==> src/rtl/alu_serial_pkg.sv <==
// alu_serial_pkg: shared types and constants for the bit-serial ALU sequencer.
//   state_t   - sequencer states (IDLE, RUN, DONE)
//   AND..NOR  - 4-bit ctrl encodings {invertA, invertB, aluOp[1:0]}
//   slice_op  - aluOp actually presented to the 1-bit slice
package alu_serial_pkg;

  typedef enum logic [1:0] {
    IDLE,
    RUN,
    DONE
  } state_t;

  localparam logic [3:0] AND = 4'b0000;
  localparam logic [3:0] OR  = 4'b0001;
  localparam logic [3:0] ADD = 4'b0010;
  localparam logic [3:0] SUB = 4'b0110;
  localparam logic [3:0] SLT = 4'b0111;
  localparam logic [3:0] NOR = 4'b1100;

  // SLT runs the slice as a subtractor; the less/set path is resolved
  // by the sequencer at the MSB instead of inside the slice chain.
  function automatic logic [1:0] slice_op(input logic [3:0] ctrl);
    return (ctrl[1:0] == 2'b11) ? 2'b10 : ctrl[1:0];
  endfunction

endpackage

==> src/rtl/ALU_1bit_special_adv.sv <==
// ALU_1bit_special_adv: combinational 1-bit ALU slice.
//   a, b              - operand bits
//   invertA, invertB  - invert the operand bit before use
//   carryIn           - carry from the less significant slice
//   less              - value passed through for aluOp 11
//   aluOp             - 00 AND, 01 OR, 10 ADD, 11 less
//   result            - selected output bit
//   carryOut          - adder carry out
//   set               - sign of the difference, overflow-corrected (MSB use)
//   overflow          - signed overflow of the adder (MSB use)
module ALU_1bit_special_adv (
  input  logic       a,
  input  logic       b,
  input  logic       invertA,
  input  logic       invertB,
  input  logic       carryIn,
  input  logic       less,
  input  logic [1:0] aluOp,
  output logic       result,
  output logic       carryOut,
  output logic       set,
  output logic       overflow
);

  logic aa;
  logic bb;
  logic sum;

  always_comb begin
    aa       = a ^ invertA;
    bb       = b ^ invertB;
    sum      = aa ^ bb ^ carryIn;
    carryOut = (aa & bb) | (carryIn & (aa ^ bb));
    overflow = carryIn ^ carryOut;
    // Correcting with overflow makes SLT right even when a-b overflows.
    set      = sum ^ overflow;
    unique case (aluOp)
      2'b00:   result = aa & bb;
      2'b01:   result = aa | bb;
      2'b10:   result = sum;
      default: result = less;
    endcase
  end

endmodule

==> src/rtl/alu_serial_seq.sv <==
// alu_serial_seq: bit-serial ALU sequencer driving one ALU_1bit_special_adv
// slice LSB first, one bit per clock.
//   clk_i, rst_n         - clock (rising edge), async active-low reset
//   start_i              - request, sampled only in IDLE
//   a_i, b_i, ctrl_i     - operands and {invertA, invertB, aluOp}, latched on accept
//   busy_o               - high while RUN
//   done_o               - one-cycle pulse when result/flags are updated
//   result_o, zero_o     - assembled result and result==0, held until next done
//   overflow_o, cout_o   - slice overflow / carryOut at the MSB
module alu_serial_seq
  import alu_serial_pkg::*;
#(
  parameter int unsigned WIDTH = 32
) (
  input  logic             clk_i,
  input  logic             rst_n,
  input  logic             start_i,
  input  logic [WIDTH-1:0] a_i,
  input  logic [WIDTH-1:0] b_i,
  input  logic [3:0]       ctrl_i,
  output logic             busy_o,
  output logic             done_o,
  output logic [WIDTH-1:0] result_o,
  output logic             zero_o,
  output logic             overflow_o,
  output logic             cout_o
);

  localparam int unsigned CW = $clog2(WIDTH);
  localparam logic [CW-1:0] LAST = CW'(WIDTH - 1);

  state_t           state;
  logic [CW-1:0]    cnt;
  logic             carry;
  logic [WIDTH-1:0] a_q;
  logic [WIDTH-1:0] b_q;
  logic [3:0]       ctrl_q;
  logic [WIDTH-1:0] sr;

  logic             s_result;
  logic             s_cout;
  logic             s_set;
  logic             s_ovf;
  logic [WIDTH-1:0] next_sr;
  logic [WIDTH-1:0] final_res;

  ALU_1bit_special_adv u_slice (
    .a        (a_q[cnt]),
    .b        (b_q[cnt]),
    .invertA  (ctrl_q[3]),
    .invertB  (ctrl_q[2]),
    .carryIn  (carry),
    .less     (1'b0),
    .aluOp    (slice_op(ctrl_q)),
    .result   (s_result),
    .carryOut (s_cout),
    .set      (s_set),
    .overflow (s_ovf)
  );

  // Shifting in from the MSB end puts bit i at position i after WIDTH shifts.
  always_comb begin
    next_sr   = {s_result, sr[WIDTH-1:1]};
    final_res = next_sr;
    if (ctrl_q[1:0] == 2'b11) final_res = {{(WIDTH-1){1'b0}}, s_set};
  end

  always_ff @(posedge clk_i or negedge rst_n) begin
    if (!rst_n) begin
      state      <= IDLE;
      cnt        <= '0;
      carry      <= 1'b0;
      a_q        <= '0;
      b_q        <= '0;
      ctrl_q     <= '0;
      sr         <= '0;
      busy_o     <= 1'b0;
      done_o     <= 1'b0;
      result_o   <= '0;
      zero_o     <= 1'b1;
      overflow_o <= 1'b0;
      cout_o     <= 1'b0;
    end else begin
      unique case (state)
        IDLE: begin
          done_o <= 1'b0;
          if (start_i) begin
            a_q    <= a_i;
            b_q    <= b_i;
            ctrl_q <= ctrl_i;
            cnt    <= '0;
            carry  <= ctrl_i[2];
            busy_o <= 1'b1;
            state  <= RUN;
          end
        end
        RUN: begin
          carry <= s_cout;
          sr    <= next_sr;
          if (cnt == LAST) begin
            result_o   <= final_res;
            zero_o     <= (final_res == '0);
            overflow_o <= s_ovf;
            cout_o     <= s_cout;
            busy_o     <= 1'b0;
            done_o     <= 1'b1;
            state      <= DONE;
          end else begin
            cnt <= cnt + 1'b1;
          end
        end
        DONE: begin
          done_o <= 1'b0;
          state  <= IDLE;
        end
        default: state <= IDLE;
      endcase
    end
  end

endmodule

==> config.mk <==
export PLATFORM = sky130hd
export DESIGN_NAME = alu_serial_seq
export DESIGN_NICKNAME = d
export VERILOG_FILES = /design/src/rtl/alu_serial_pkg.sv /design/src/rtl/ALU_1bit_special_adv.sv /design/src/rtl/alu_serial_seq.sv
export SDC_FILE = /design/constraint.sdc
export NUM_CORES = 1
export LEC_CHECK = 0
export CAP_MARGIN = 20
export CORE_UTILIZATION = 55
export CTS_BUF_LIST = sky130_fd_sc_hd__clkbuf_4
export DETAILED_ROUTE_END_ITERATION = 16
export PLACE_DENSITY = 0.88
export SLEW_MARGIN = 20
export SYNTH_ARGS = -nofsm -noshare
export SYNTH_HDL_FRONTEND = slang
export SYNTH_HIERARCHICAL = 1
export SYNTH_SLANG_ARGS = --single-unit
==> constraint.sdc <==
create_clock -name clk_i -period 4.9 [get_ports clk_i]
set_clock_uncertainty 0.2 [all_clocks]
set_input_delay 0.735 -clock clk_i [delete_from_list [all_inputs] [get_ports clk_i]]
set_output_delay 0.735 -clock clk_i [all_outputs]
set_load 0.02 [all_outputs]
# Word-level counts from Yosys, hierarchy flattened

Index checks and enable logic that the tools add are counted.

Output and inout bits: 37
Word-level logic and storage cells: 67
Flip-flop bits (word level): 145

Magnitude comparators: 1
Bitwise gates (word level): 10
Muxes and demuxes: 20
$add $sub $neg: 1
Reduce and logical (&&, ||, !) cells: 13
Equal/unequal tests: 9

Operators by type and width:

| kind                                                        | count |
|---|---|
| zero test 32 bit                                            | 1 |
| two-way mux 32 bit                                          | 1 |
| binary-select mux 1 bit (select 5 bit)                      | 2 |
| two-way mux 5 bit                                           | 2 |
| case mux 5 bit (2 select lines)                             | 1 |
| AND reduction 2 bit                                         | 5 |
| equality test 2 bit (second input constant)                 | 3 |
| less-than comparator 5 x 6 -> 1 bit (second input constant) | 1 |
| two-way mux 1 bit                                           | 6 |
| two-way mux 2 bit                                           | 3 |
| != test 2 bit (second input constant)                       | 3 |
| case mux 1 bit (2 select lines)                             | 3 |
| AND reduction 3 bit                                         | 2 |
| bitwise XOR 1 bit                                           | 6 |
| adder 5 x 1 -> 5 bit (second input constant)                | 1 |
| equality test 5 bit (second input constant)                 | 1 |
| equality test 2 x 1 -> 1 bit (second input constant)        | 2 |
| zero test 2 bit                                             | 2 |
| case mux 2 bit (2 select lines)                             | 1 |
| nonzero test 2 bit                                          | 2 |
| case mux 1 bit (3 select lines)                             | 1 |
| bitwise AND 1 bit                                           | 2 |
| bitwise OR 1 bit                                            | 2 |
| OR reduction 2 bit                                          | 1 |

# Longest topological paths before layout

Gate-level depths: netlist of run 1.

Depth after elaboration: 10
Gate-level depth with buffers: 16
Mapped depth without buffers: 14

# Hierarchy

The synthesis of run 1 kept the hierarchy.

Modules (own cells, without submodules):

| module               | sequential area each (um^2) | instances | area an instance (um^2) | cells each |
|---|---|---|---|---|
| alu_serial_seq       | 3604.7                      | 1         | 6142.1                  | 474 |
| ALU_1bit_special_adv | 0.0                         | 1         | 132.6                   | 13 |

# Worst setup path before layout of run 1

OpenSTA, ideal clock, no wires.

Path kind: register to register
From: reg cnt[1]
To: reg zero_o
Path slack: 1.175 ns
Data arrival time: 3.446 ns
Setup time: 0.079 ns
Period minus slack after synthesis: 3.725 ns
Stages on the path, launching flop included: 15
Cells stage by stage: dfrtp_1 buf_6 buf_12 mux4_1 nand3b_1 a31oi_1 xnor2_1 inv_1 fa_1 inv_1 mux4_2 nor4_1 nand3_1 o32a_1 o21ai_0

Elaborated cells between the ends (all ways): 19
Those cells by class: eq/ne (1); mux (6); bitwise (10); reduce/logical (2)

RTL lines:

| element                                                   | line                                                   | RTL |
|---|---|---|
| from (decl)                                               | alu_serial_seq.sv:33                                   | `logic [CW-1:0] cnt;` |
| from (signal assigned)                                    | alu_serial_seq.sv:109                                  | `cnt <= cnt + 1'b1;` |
| binary-select mux 1 bit (select 5 bit) (on tied branches) | alu_serial_seq.sv:48, alu_serial_seq.sv:49             |  |
| two-way mux 1 bit (on tied branches)                      | alu_serial_seq.sv:48, alu_serial_seq.sv:49             |  |
| bitwise XOR 1 bit (on tied branches)                      | ALU_1bit_special_adv.sv:30, ALU_1bit_special_adv.sv:31 |  |
| bitwise XOR 1 bit (2 in a row)                            | ALU_1bit_special_adv.sv:32                             | `sum = aa ^ bb ^ carryIn;` |
| case mux 1 bit (3 select lines) (*)                       | ALU_1bit_special_adv.sv:37                             | `unique case (aluOp)` |
| named net s_result                                        | alu_serial_seq.sv:40                                   | `logic s_result;` |
| two-way mux 32 bit (*)                                    | alu_serial_seq.sv:65                                   | `if (ctrl_q[1:0] == 2'b11) final_res = {{(WIDTH-1){1'b0}}, s_set};` |
| zero test 32 bit (*)                                      | alu_serial_seq.sv:102                                  | `zero_o <= (final_res == '0);` |
| to (signal assigned)                                      | alu_serial_seq.sv:102                                  |  |
| to (decl)                                                 | alu_serial_seq.sv:24                                   | `output logic zero_o,` |

The timed path passes the listed nets; every way through them passes the cells marked *. The select of a mux whose other input is x is not followed.
A chain may end at the register's enable or synchronous reset.

# Worst setup path in the final report of run 1

Ends and elaborated chain as after synthesis.

==> results.txt, run 1 <==
The run finished with clean final reports. After routing, the total negative slack on setup checks comes to 0 ns. Using the TritonRoute via totals, the vias-per-cell ratio works out to 5.65. In the synthesized netlist the dominant register cell turns out to be sky130_fd_sc_hd__dfrtp_1. The clock tree synthesis step divided the H-tree into 4 levels.

The tools report the cell at the root of the clock tree as sky130_fd_sc_hd__clkbuf_4. The tools report the launching point of the worst reg2reg path as cnt[1]. Entering global routing, the biggest net connects 102 pins. The tools report the final count of hold timing violations as 0. Counting the buffers created by CTS gives 17. The number of buffer cells added on primary ports was 107; the net total in the final layout was 665. For the source-to-sink clock delay at the later pin of the worst-skew pair, the log shows 0.53 ns.

Relative to the synthesized area, the layout overhead comes to 23.4%. The proportion of netlist area held by the largest area contributor was 0.570; the synthesized area per cell was 12.9 sq um. Maximum VDD drop: 0.000405 V.

For the standby leakage power, the log shows 3.33 nW. The worst hold path belongs to the class in2async. In this run the count of I/O pins placed on the die edge is 108. The maximum buffer depth of the clock tree is 2, and the die boundary width is 109 um. The count of yosys warnings during synthesis is 6, and the clock slew at the register clock pins of the worst setup and hold paths is 0.12 ns.

The share of layout cells above drive strength 1 is 0.240. When the netlist entered floorplanning its net count stood at 564. The design draws 5.16 mW. Time the worst path needs with I/O delays and setup: 4.47 ns. The number of instances in the synthesized netlist came out at 487. Setup violations remaining at the end of the flow were counted as 0. The number of cells on the worst reg-to-reg path is 15.

At the worst endpoint, the required time is 5.15 ns. Data arrival at the endpoint of the critical path: 4.72 ns. TritonCTS built the clock tree. The worst setup path is launched from a flip-flop. Reg2reg setup slack: 0.43 ns.

The number of distinct library cells after synthesis is 38. Final worst-path cycle share: 0.911. The repair_antennas step left the layout with diodes totalling 0. The routed layout has 4,175 vias. The total instance count after detailed placement is 709, and the actual slew at the worst max-slew pin is 0.904 ns. The number of antenna violations at the first check in global routing was 0; the global-route usage over all layers was 0.243.

In this run the worst path has a maximum fanout of 19. The number of violations reported at the end of detailed-routing iteration 0 came out at 378. By area the synthesized netlist is led by sky130_fd_sc_hd__dfrtp_1 (57%), sky130_fd_sc_hd__mux2_2 (19%), sky130_fd_sc_hd__nand2_1 (4.7%). The logs give 144 for the number of clock sinks and 0.433 ns for the worst slack at placement. By count the netlist is led by sky130_fd_sc_hd__dfrtp_1 (143), sky130_fd_sc_hd__mux2_2 (106), sky130_fd_sc_hd__nand2_1 (78). The number of global-route vias before repair was 4,207; the die outline height was 109 um. The tools report the tightest slew margin relative to the limit as 0.397. The tools report the total wire length as 12,800 um.

Once the clock tree was built, the setup fixing pass inserted 0 buffers. The first TritonRoute pass finished after 4 iterations. The worst setup path is of the reg2reg kind. The count of antenna-violating nets left after detailed routing was 0; the number of cells upsized or downsized after cts was 0. The endpoint identified for the worst register-to-register timing path is zero_o.

The count of state elements after synthesis was 144. For the proportion of synthesized chip area in sequential cells, the log shows 0.574. For this run, design rule violations remaining after detail routing come to 0.

The first global-routing pass estimated 21,300 um of wire. The cell row count was 38. The wire length per cell after detailed routing is 17.4 um.

Once routing completed, OpenROAD measured the worst setup slack at 0.434 ns. Summed instance area of the synthesized netlist: 0.00627 sq mm. Max-cap violations in this run came to 0.

Once layout is complete, the cells apart from fillers number 739. Yosys mapped a number of flops with a built-in enable equal to 0. Most repeated cell in the gate-level netlist after synthesis: sky130_fd_sc_hd__dfrtp_1. The initial standard-cell utilization of the core was 0.571; the final estimated routing congestion in global placement was 0.839. The run gives 0 as the max-slew violation count. The share of flip-flops with an asynchronous set or reset is 1.00, and the total core area is 0.0110 sq mm.

Across all hold checks on the routed design, the worst slack comes to 0.0681 ns. Estimated wirelength of the detail-placed design: 9020 um. The floorplan step defined a die boundary enclosing 0.0118 sq mm. Power density normalized to cell area: 666 mW/mm^2. Setup repair after global routing left no endpoint under its margin.

Cell type with the highest aggregate area in the netlist: sky130_fd_sc_hd__dfrtp_1. The run gives 0 as the number of hold-repair buffers added at the cts stage. For the total grt overflow, the log shows 0. The worst setup path is captured at a flip-flop. Derived from the worst setup path, the maximum achievable clock frequency is 0.224 GHz.
kinds of logic after synthesis:
kind of cell,synth area share
DFF,0.574
muxes,0.239
and+or+nand+nor,0.0836
AOI/OAI and AO/OA,0.0502
buffers and inverters,0.0309
adders and majority gates,0.0144
xor gates and xnor gates,0.00698
other,0.000598
state kept, by name (all words and copies together), names as in the netlist, 2 cells and up:
signal and flops:
a_q 32, b_q 32, result_o 32, sr 31, cnt 5, ctrl_q 4
state 2
worst max-delay path, stage by stage, from the launching register on:
cell	delay, ns
sky130_fd_sc_hd__dfrtp_1	0.72
sky130_fd_sc_hd__buf_4	0.37
sky130_fd_sc_hd__nor2b_1	0.08
sky130_fd_sc_hd__a2111oi_0	0.39
sky130_fd_sc_hd__nor3_1	0.10
sky130_fd_sc_hd__a31oi_1	0.18
sky130_fd_sc_hd__a31oi_1	0.08
sky130_fd_sc_hd__xnor2_1	0.22
sky130_fd_sc_hd__inv_1	0.14
sky130_fd_sc_hd__fa_1	0.49
sky130_fd_sc_hd__inv_1	0.04
sky130_fd_sc_hd__mux4_2	0.49
sky130_fd_sc_hd__nor4_1	0.27
sky130_fd_sc_hd__nand3_1	0.11
sky130_fd_sc_hd__o32a_1	0.37
sky130_fd_sc_hd__o21ai_0	0.14
layout by cell type, fill, tap and decap left out, types with 2 or more instances in the layout:
cell	instances
sky130_fd_sc_hd__nor2b_1	5
sky130_fd_sc_hd__clkdlybuf4s50_1	106
sky130_fd_sc_hd__a2111oi_0	2
sky130_fd_sc_hd__nand2b_1	3
sky130_fd_sc_hd__mux2i_1	8
sky130_fd_sc_hd__nor3_1	2
sky130_fd_sc_hd__mux4_1	6
sky130_fd_sc_hd__nand3_1	4
sky130_fd_sc_hd__nor3b_1	2
sky130_fd_sc_hd__dfrtp_1	143
sky130_fd_sc_hd__ha_1	4
sky130_fd_sc_hd__mux4_2	3
sky130_fd_sc_hd__nand4_1	2
sky130_fd_sc_hd__nand3b_1	5
sky130_fd_sc_hd__a22o_1	2
sky130_fd_sc_hd__inv_1	7
sky130_fd_sc_hd__nand2_1	77
sky130_fd_sc_hd__nor4_1	8
sky130_fd_sc_hd__a21oi_1	3
sky130_fd_sc_hd__o211ai_1	2
sky130_fd_sc_hd__buf_4	5
sky130_fd_sc_hd__a31oi_1	4
sky130_fd_sc_hd__nor2_1	6
sky130_fd_sc_hd__o22ai_1	2
sky130_fd_sc_hd__a22oi_1	2
sky130_fd_sc_hd__clkbuf_4	17
sky130_fd_sc_hd__xor2_1	4
sky130_fd_sc_hd__fa_1	2
sky130_fd_sc_hd__clkinv_1	4
sky130_fd_sc_hd__a211oi_1	2
sky130_fd_sc_hd__mux2_2	106
sky130_fd_sc_hd__o21ai_0	33
sky130_fd_sc_hd__bufinv_16	6
how the worst max path moves through the flow:
stage,to,start
detailed placement,zero_o,cnt[1]
floorplan,zero_o,cnt[1]
finish,zero_o,cnt[1]
CTS,zero_o,cnt[1]
global placement,zero_o,cnt[1]
global route,zero_o,cnt[1]
final cells by class:
| type | count | area [sq um] |
|---|---|---|
| Sequential cell | 144 | 3600 |
| Fill cell | 742 | 3240 |
| Timing Repair Buffer | 112 | 1110 |
| Clock buffer | 17 | 128 |
| Multi-Input combinational cell | 306 | 2480 |
| Clock inverter | 13 | 218 |
| Inverter | 7 | 26.3 |
| Tap cell | 140 | 175 |
layer usage:
metal	GRT usage	share of wire	vias to the layer above
li1	-	-	1917
met2	0.388	0.50	123
met1	0.319	0.43	2112
met5	0	0	-
met3	0.0646	0.049	23
met4	0.0936	0.020	0
metrics by stage:
stage	utilization	instance area (sq um)
2_1_floorplan	-	6270
3_3_place_gp	0.674	7400
3_5_place_dp	0.674	7400
4_1_cts	0.705	7740
5_1_grt	0.705	7740
6_report	0.705	7740
where the power goes:
group	switching, mW	internal, mW	total [mW]
Combinational	0.932	1.13	2.07
Clock	0.404	0.497	0.901
Sequential	0.460	1.73	2.19
Total	1.80	3.36	5.16
Power figures use the tool's default switching activity.
==> run 2: changes to the inputs <==
Settings changed: SLEW_MARGIN 20 to unset.
==> results.txt, run 2 (same netlist as run 1, synthesis figures left out) <==
The run gives 9020 um (unchanged) as the estimated wirelength of the detail-placed design. TritonCTS built the clock tree. The run gives 0.174 (was 0.175) as the relative contribution of the clock network to total power. The reg2reg setup slack was 0.62 ns (was 0.43 ns). The cell at the root of the clock tree was sky130_fd_sc_hd__clkbuf_4 (unchanged).

The power density normalized to cell area is 667 mW/mm^2 (was 666 mW/mm^2), and the endpoint required time on the critical path is 5.16 ns (was 5.15 ns). The die outline height works out to 109 um (unchanged). The max-capacitance violation count came out at 0 (unchanged). The tightest slew margin relative to the limit is 0.394 (was 0.397), and the number of vias per cell is 5.67 (was 5.65). The maximum VDD drop was 0.000405 V (about the same); the total instance count after detailed placement was 709 (unchanged).

The number of violations reported at the end of detailed-routing iteration 0 came out at 329 (was 378). Largest registers: a_q: 32 flops, b_q: 32 flops, result_o: 32 flops (unchanged). Setup repair after global routing left no endpoint under its margin.

The run gives 0.52 ns (was 0.53 ns) as the source-to-sink clock delay at the later pin of the worst-skew pair. The commonest non-fill, non-tap cell in the layout is sky130_fd_sc_hd__dfrtp_1 (unchanged). Detailed-route DRC error count: 0 (unchanged).

The type of the tightest min-delay check is in2async (unchanged). Leading cell types in the layout, fill and taps excluded: sky130_fd_sc_hd__dfrtp_1 (142), sky130_fd_sc_hd__mux2_2 (106), sky130_fd_sc_hd__clkdlybuf4s50_1 (106) (was sky130_fd_sc_hd__dfrtp_1 (143), sky130_fd_sc_hd__mux2_2 (106), sky130_fd_sc_hd__clkdlybuf4s50_1 (106)). The actual slew at the worst max-slew pin was 0.909 ns (was 0.904 ns); the max-slew violation count was 0 (unchanged). The logs give 12,900 um (was 12,800 um) for the total wire length and 0.243 (unchanged) for the global-route usage over all layers. Wire length per cell after detailed routing: 17.5 um (was 17.4 um). The run finished with clean final reports. Internal power consumption: 3.38 mW (was 3.36 mW). The cell row count came out at 38 (unchanged). The tools report the first element of the critical path as cnt[1] (unchanged). The final number of setup-violating endpoints was 0 (unchanged); the net load switching power was 1.80 mW (about the same). The share of layout cells above drive strength 1 came out at 0.242 (was 0.240).

The run gives 17 (unchanged) as the number of buffers created by CTS. The tools report the overall die area as 0.0118 sq mm (unchanged). The initial standard-cell utilization of the core was 0.571 (unchanged); the wire length of the first global-routing pass was 21,300 um (unchanged). The net switching share of the total power is 0.347 (was 0.348).

The tools report the kind of launch point of the worst setup path as a flip-flop (unchanged). The number of buffer cells added on primary ports is 107 (unchanged). Die boundary width: 109 um (unchanged). The time the worst path needs with I/O delays and setup is 4.28 ns (was 4.47 ns), and the highest net fanout along the worst path is 19 (unchanged).

The share of power burned in combinational logic was 0.403 (was 0.400); the number of clock sinks was 144 (unchanged). For the number of optimization iterations in the first detailed-route pass, the log shows 4 (unchanged). The tools report the fmax as 0.234 GHz (was 0.224 GHz). The clock slew at the register clock pins of the worst setup and hold paths was 0.12 ns (about the same). The run gives 755 um (was 634 um) as the total met3 wirelength after detailed routing.

The number of global-route vias before repair was 4,207 (unchanged); the met2 wire length was 6410 um (was 6370 um). For the final cell count without fillers, the log shows 740 (was 739). The maximum buffer depth of the clock tree is 2 (unchanged), and the data arrival at the endpoint of the critical path is 4.54 ns (was 4.72 ns). The standby leakage power is 3.34 nW (was 3.33 nW). The count of antenna-violating nets left after detailed routing came out at 0 (unchanged). The sort of element at the end of the critical path was a flip-flop (unchanged). Maximum level of the CTS H-tree: 4 (unchanged). Final estimated routing congestion in global placement: 0.839 (unchanged). For the number of antenna violations at the first check in global routing, the log shows 0 (unchanged). The final count of hold timing violations was 0 (unchanged).

The run gives 0 (unchanged) as the antenna diode instance count. The number of setup buffers added after CTS is 0 (unchanged). The proportion of power drawn by flip-flops and latches was 0.424 (was 0.425). Number of top-level design ports: 108 (unchanged). The signed area change from the synthesized netlist to the final layout was 23.8% (was 23.4%).

The logs give 0 ns (unchanged) for the setup TNS and 0 (unchanged) for the total grt overflow. For the via total after detailed routing, the log shows 4,195 (was 4,175). Top layer used by detailed routing: met4 (unchanged). The routed length on met1 is 5540 um (was 5590 um), and the largest net degree at the start of global routing is 102 (unchanged). The type of the setup path with the least slack was reg2reg (unchanged). The logs give 0.0110 sq mm (unchanged) for the total core area and 666 (was 665) for the net total in the final layout. The tools report the launching point of the worst reg2reg path as cnt[1] (unchanged). The final worst-path cycle share is 0.874 (was 0.911).
run 2: cell count changes in the layout (fill, tap and decap cells not counted):
| cell | change |
|---|---|
| sky130_fd_sc_hd__buf_16 | +1 |
| sky130_fd_sc_hd__dfrtp_2 | +1 |
| sky130_fd_sc_hd__nand2_1 | +1 |
| sky130_fd_sc_hd__dfrtp_1 | -1 |
| sky130_fd_sc_hd__nand2_2 | -1 |
run 2: layer usage:
layer,GRT usage,vias up
met5,0,-
li1,-,1931
met4,0.0936,0
met2,0.388,140
met1,0.319,2103
met3,0.0646,21
run 2: path summary, 6_finish.rpt:
path,end,cells after the start
setup / recovery,zero_o,15
hold / removal,done_o,1
setup reg to reg,zero_o,15
hold reg to reg,result_o[11],2
max in group asynchronous,a_q[7],2
min in group clk_i,result_o[11],2
run 2: metrics by stage:
stage / util / hold slack, ns / cell area (sq um) / total power, mW / setup slack (ns)
after floorplan: - / 0.239 / 6270 / 3.61 / 1.18
after global placement: 0.674 / 0.261 / 7400 / 4.13 / 0.653
after detailed placement: 0.674 / 0.269 / 7400 / 4.26 / 0.433
after CTS: 0.705 / 0.0885 / 7740 / 5.18 / 0.414
after global routing: 0.708 / 0.119 / 7770 / 5.53 / 0.207
final: 0.708 / 0.0802 / 7770 / 5.18 / 0.618
run 2: power groups by stage:
stage          Sequential, mW  Clock, mW  Combinational (mW)
2_1_floorplan            2.12          0                1.49
3_3_place_gp             2.17          0                1.95
3_5_place_dp             2.21          0                2.06
4_1_cts                  2.19      0.918                2.07
5_1_grt                  2.27      0.975                2.28
6_report                 2.20      0.900                2.09
run 2: area by class of cell:
| type | instances | area, sq um |
|---|---|---|
| Sequential cell | 144 | 3610 |
| Fill cell | 741 | 3210 |
| Multi-Input combinational cell | 306 | 2480 |
| Timing Repair Buffer | 113 | 1140 |
| Clock inverter | 13 | 218 |
| Tap cell | 140 | 175 |
| Clock buffer | 17 | 128 |
| Inverter | 7 | 26.3 |
run 2: worst max-delay path, stage by stage, from the launching register on:
cell	delay (ns)
sky130_fd_sc_hd__dfrtp_2	0.58
sky130_fd_sc_hd__buf_4	0.33
sky130_fd_sc_hd__nor2b_1	0.08
sky130_fd_sc_hd__a2111oi_0	0.39
sky130_fd_sc_hd__nor3_1	0.10
sky130_fd_sc_hd__a31oi_1	0.18
sky130_fd_sc_hd__a31oi_1	0.08
sky130_fd_sc_hd__xnor2_1	0.23
sky130_fd_sc_hd__inv_1	0.14
sky130_fd_sc_hd__fa_1	0.49
sky130_fd_sc_hd__inv_1	0.04
sky130_fd_sc_hd__mux4_2	0.49
sky130_fd_sc_hd__nor4_1	0.27
sky130_fd_sc_hd__nand3_1	0.11
sky130_fd_sc_hd__o32a_1	0.37
sky130_fd_sc_hd__o21ai_0	0.14
run 2: what timing repair did:
action,CTS,global route
endpoints found under the setup margin,0,1
gates resized for setup,0,1
hold buffers,0,0
==> run 3: changes to the inputs <==
Settings changed: CELL_PAD_IN_SITES_DETAIL_PLACEMENT set to 1, CELL_PAD_IN_SITES_GLOBAL_PLACEMENT set to 1, CORE_UTILIZATION 55 to 44, PLACE_DENSITY 0.88 to 0.87.
==> results.txt, run 3 (same netlist as run 1, synthesis figures left out) <==
The estimated wirelength of the detail-placed design was 10,100 um (was 9020 um); the setup TNS was 0 ns (unchanged). The run gives 23,500 um (was 21,300 um) as the wire length of the first global-routing pass. The data arrival at the endpoint of the critical path came out at 4.68 ns (was 4.54 ns).

The final count of hold timing violations is 0 (unchanged). The number of optimization iterations in the first detailed-route pass is 4 (unchanged), and the area of all sequential standard cells is 0.00360 sq mm (was 0.00361 sq mm). The tightest slew margin relative to the limit is 0.489 (was 0.394). For the final number of setup-violating endpoints, the log shows 0 (unchanged). The max-slew violation count is 0 (unchanged), and the global-route usage over all layers is 0.210 (was 0.243). The total wire length came out at 14,100 um (was 12,900 um).

The number of top-level design ports was 108 (unchanged). The number of clock sinks is 144 (unchanged). The final estimated routing congestion in global placement is 0.792 (was 0.839), and the worst hold slack after final layout is 0.293 ns (was 0.0802 ns).

The cell row count is 43 (was 38). The sort of element at the end of the critical path was a flip-flop (unchanged). The actual slew at the worst max-slew pin came out at 0.767 ns (was 0.909 ns). The source-to-sink clock delay at the later pin of the worst-skew pair is 0.57 ns (was 0.52 ns). Number of vias per cell: 5.26 (was 5.67). The cell at the root of the clock tree was sky130_fd_sc_hd__clkbuf_4 (unchanged). The logs give 0.452 (was 0.571) for the initial standard-cell utilization of the core and 0 (unchanged) for the detailed-route DRC error count. The max-capacitance violation count is 0 (unchanged). For the number of buffers created by CTS, the log shows 17 (unchanged). Post-route cell area: 0.00788 sq mm (was 0.00777 sq mm). The power density normalized to cell area works out to 660 mW/mm^2 (was 667 mW/mm^2). The largest net degree at the start of global routing is 119 (was 102), and the maximum VDD drop is 0.000228 V (was 0.000405 V).

Counting instances, the worst hold path has a depth of 2. For the post-placement cell area, the log shows 0.00747 sq mm (was 0.00740 sq mm). Setup repair after global routing left no endpoint under its margin. Largest registers: a_q: 32 flops, b_q: 32 flops, result_o: 32 flops (unchanged). The run finished with clean final reports. Time the worst path needs with I/O delays and setup: 4.40 ns (was 4.28 ns). The net total in the final layout came out at 671 (was 666). The count of antenna-violating nets left after detailed routing was 0 (unchanged); the number of global-route vias before repair was 4,697 (was 4,207). Via total after detailed routing: 4,141 (was 4,195).

The highest net fanout along the worst path works out to 18 (was 19). The commonest non-fill, non-tap cell in the layout is sky130_fd_sc_hd__dfrtp_1 (unchanged). Share of layout cells above drive strength 1: 0.250 (was 0.242). The die outline height is 121 um (was 109 um). Final worst-path cycle share: 0.899 (was 0.874). The maximum buffer depth of the clock tree is 2 (unchanged), and the die boundary width is 121 um (was 109 um). The total core area is 0.0139 sq mm (was 0.0110 sq mm), and the clock slew at the register clock pins of the worst setup and hold paths is 0.12 ns (about the same).

The tools report the kind of launch point of the worst setup path as a flip-flop (unchanged). The signed area change from the synthesized netlist to the final layout works out to 25.6% (was 23.8%). The number of inserted filler cells in the final layout is 1,405 (was 741). The type of the tightest min-delay check was reg2reg (was in2async). TritonCTS built the clock tree.

The tools report the fmax as 0.227 GHz (was 0.234 GHz). The reg2reg setup slack was 0.50 ns (was 0.62 ns); the depth of the worst register-to-register path was 14 (was 15). The wire length per cell after detailed routing is 17.9 um (was 17.5 um), and the overall die area is 0.0147 sq mm (was 0.0118 sq mm).

The standby leakage power is 3.37 nW (was 3.34 nW). Type of the setup path with the least slack: reg2reg (unchanged). The endpoint required time on the critical path was 5.18 ns (was 5.16 ns). The maximum level of the CTS H-tree is 4 (unchanged), and the number of violations reported at the end of detailed-routing iteration 0 is 189 (was 329). The number of antenna violations at the first check in global routing is 0 (unchanged), and the number of buffer cells added on primary ports is 107 (unchanged). Multi-input logic area: 0.00248 sq mm (unchanged). The post-route total power is 5.20 mW (was 5.18 mW). Leading cell types in the layout, fill and taps excluded: sky130_fd_sc_hd__dfrtp_1 (143), sky130_fd_sc_hd__mux2_2 (106), sky130_fd_sc_hd__clkdlybuf4s50_1 (106) (was sky130_fd_sc_hd__dfrtp_1 (142), sky130_fd_sc_hd__mux2_2 (106), sky130_fd_sc_hd__clkdlybuf4s50_1 (106)). The antenna diode instance count came out at 0 (unchanged).

The run gives 0 (unchanged) as the total grt overflow.
[run 3: cell types whose count changed in the layout (fill, tap and decap cells not counted), sizes merged]
cell,previous run,this run
clkinvlp,0,2
clkinv,6,5
bufinv,6,5
buf,7,11
dlygate4sd3,0,1
inv,8,9
clkbuf,17,18
[run 3: layer usage]
metal / wire length [um] / up-vias / track usage / share of wire
met1: 5600 / 2094 / 0.242 / 0.40
met3: 510 / 24 / 0.0461 / 0.036
li1: - / 1921 / - / -
met2: 7700 / 102 / 0.377 / 0.55
met4: 299 / 0 / 0.0856 / 0.021
met5: 0 / - / 0 / 0
[run 3: final cells by class]
| class | count | area share |
|---|---|---|
| Clock buffer | 18 | 0.0171 |
| Multi-Input combinational cell | 306 | 0.315 |
| Tap cell | 180 | 0.0286 |
| Timing Repair Buffer | 118 | 0.152 |
| Inverter | 7 | 0.00333 |
| Sequential cell | 144 | 0.457 |
| Clock inverter | 14 | 0.0270 |
[run 3: where the power goes]
part           internal (mW)  switching, mW  leakage [nW]
Clock                  0.462          0.439         0.178
Sequential              1.73          0.477          1.78
Combinational           1.17          0.923          1.41
Total                   3.36           1.84          3.37
[run 3: stage by stage]
stage | utilization | cells | worst slack (ns)
3_5_place_dp | 0.538 | 752 | 0.491
2_1_floorplan | - | 487 | 1.18
4_1_cts | 0.563 | 784 | 0.457
6_report | 0.568 | 787 | 0.497
5_1_grt | 0.568 | 787 | 0.164
3_3_place_gp | 0.538 | 752 | 0.688
[run 3: path summary, 6_finish.rpt]
path                                end    startpoint
setup / recovery                 zero_o        cnt[1]
hold / removal             result_o[12]  result_o[12]
hold reg to reg            result_o[12]  result_o[12]
max in group asynchronous       b_q[22]         rst_n
min in group asynchronous  result_o[29]         rst_n
setup reg to reg                 zero_o        cnt[1]
[run 3: critical path: stages, from the launching register on]
cell and delay (ns):
sky130_fd_sc_hd__dfrtp_1 0.86, sky130_fd_sc_hd__buf_4 0.28, sky130_fd_sc_hd__mux2_2 0.35, sky130_fd_sc_hd__o22ai_1 0.14, sky130_fd_sc_hd__nor3_1 0.07, sky130_fd_sc_hd__a31oi_1 0.19, sky130_fd_sc_hd__a31oi_1 0.07, sky130_fd_sc_hd__xor2_1 0.21
sky130_fd_sc_hd__fa_1 0.53, sky130_fd_sc_hd__inv_1 0.03, sky130_fd_sc_hd__mux4_2 0.49, sky130_fd_sc_hd__nor4_1 0.28, sky130_fd_sc_hd__nand3_1 0.12, sky130_fd_sc_hd__o32a_1 0.36, sky130_fd_sc_hd__o21ai_0 0.14
[run 3: repair_timing]
action | 4_1_cts | 5_1_grt
buffers inserted | 0 | 0
resized for setup | 0 | 0
endpoints found under the hold margin | 0 | 20
hold buffers | 0 | 1
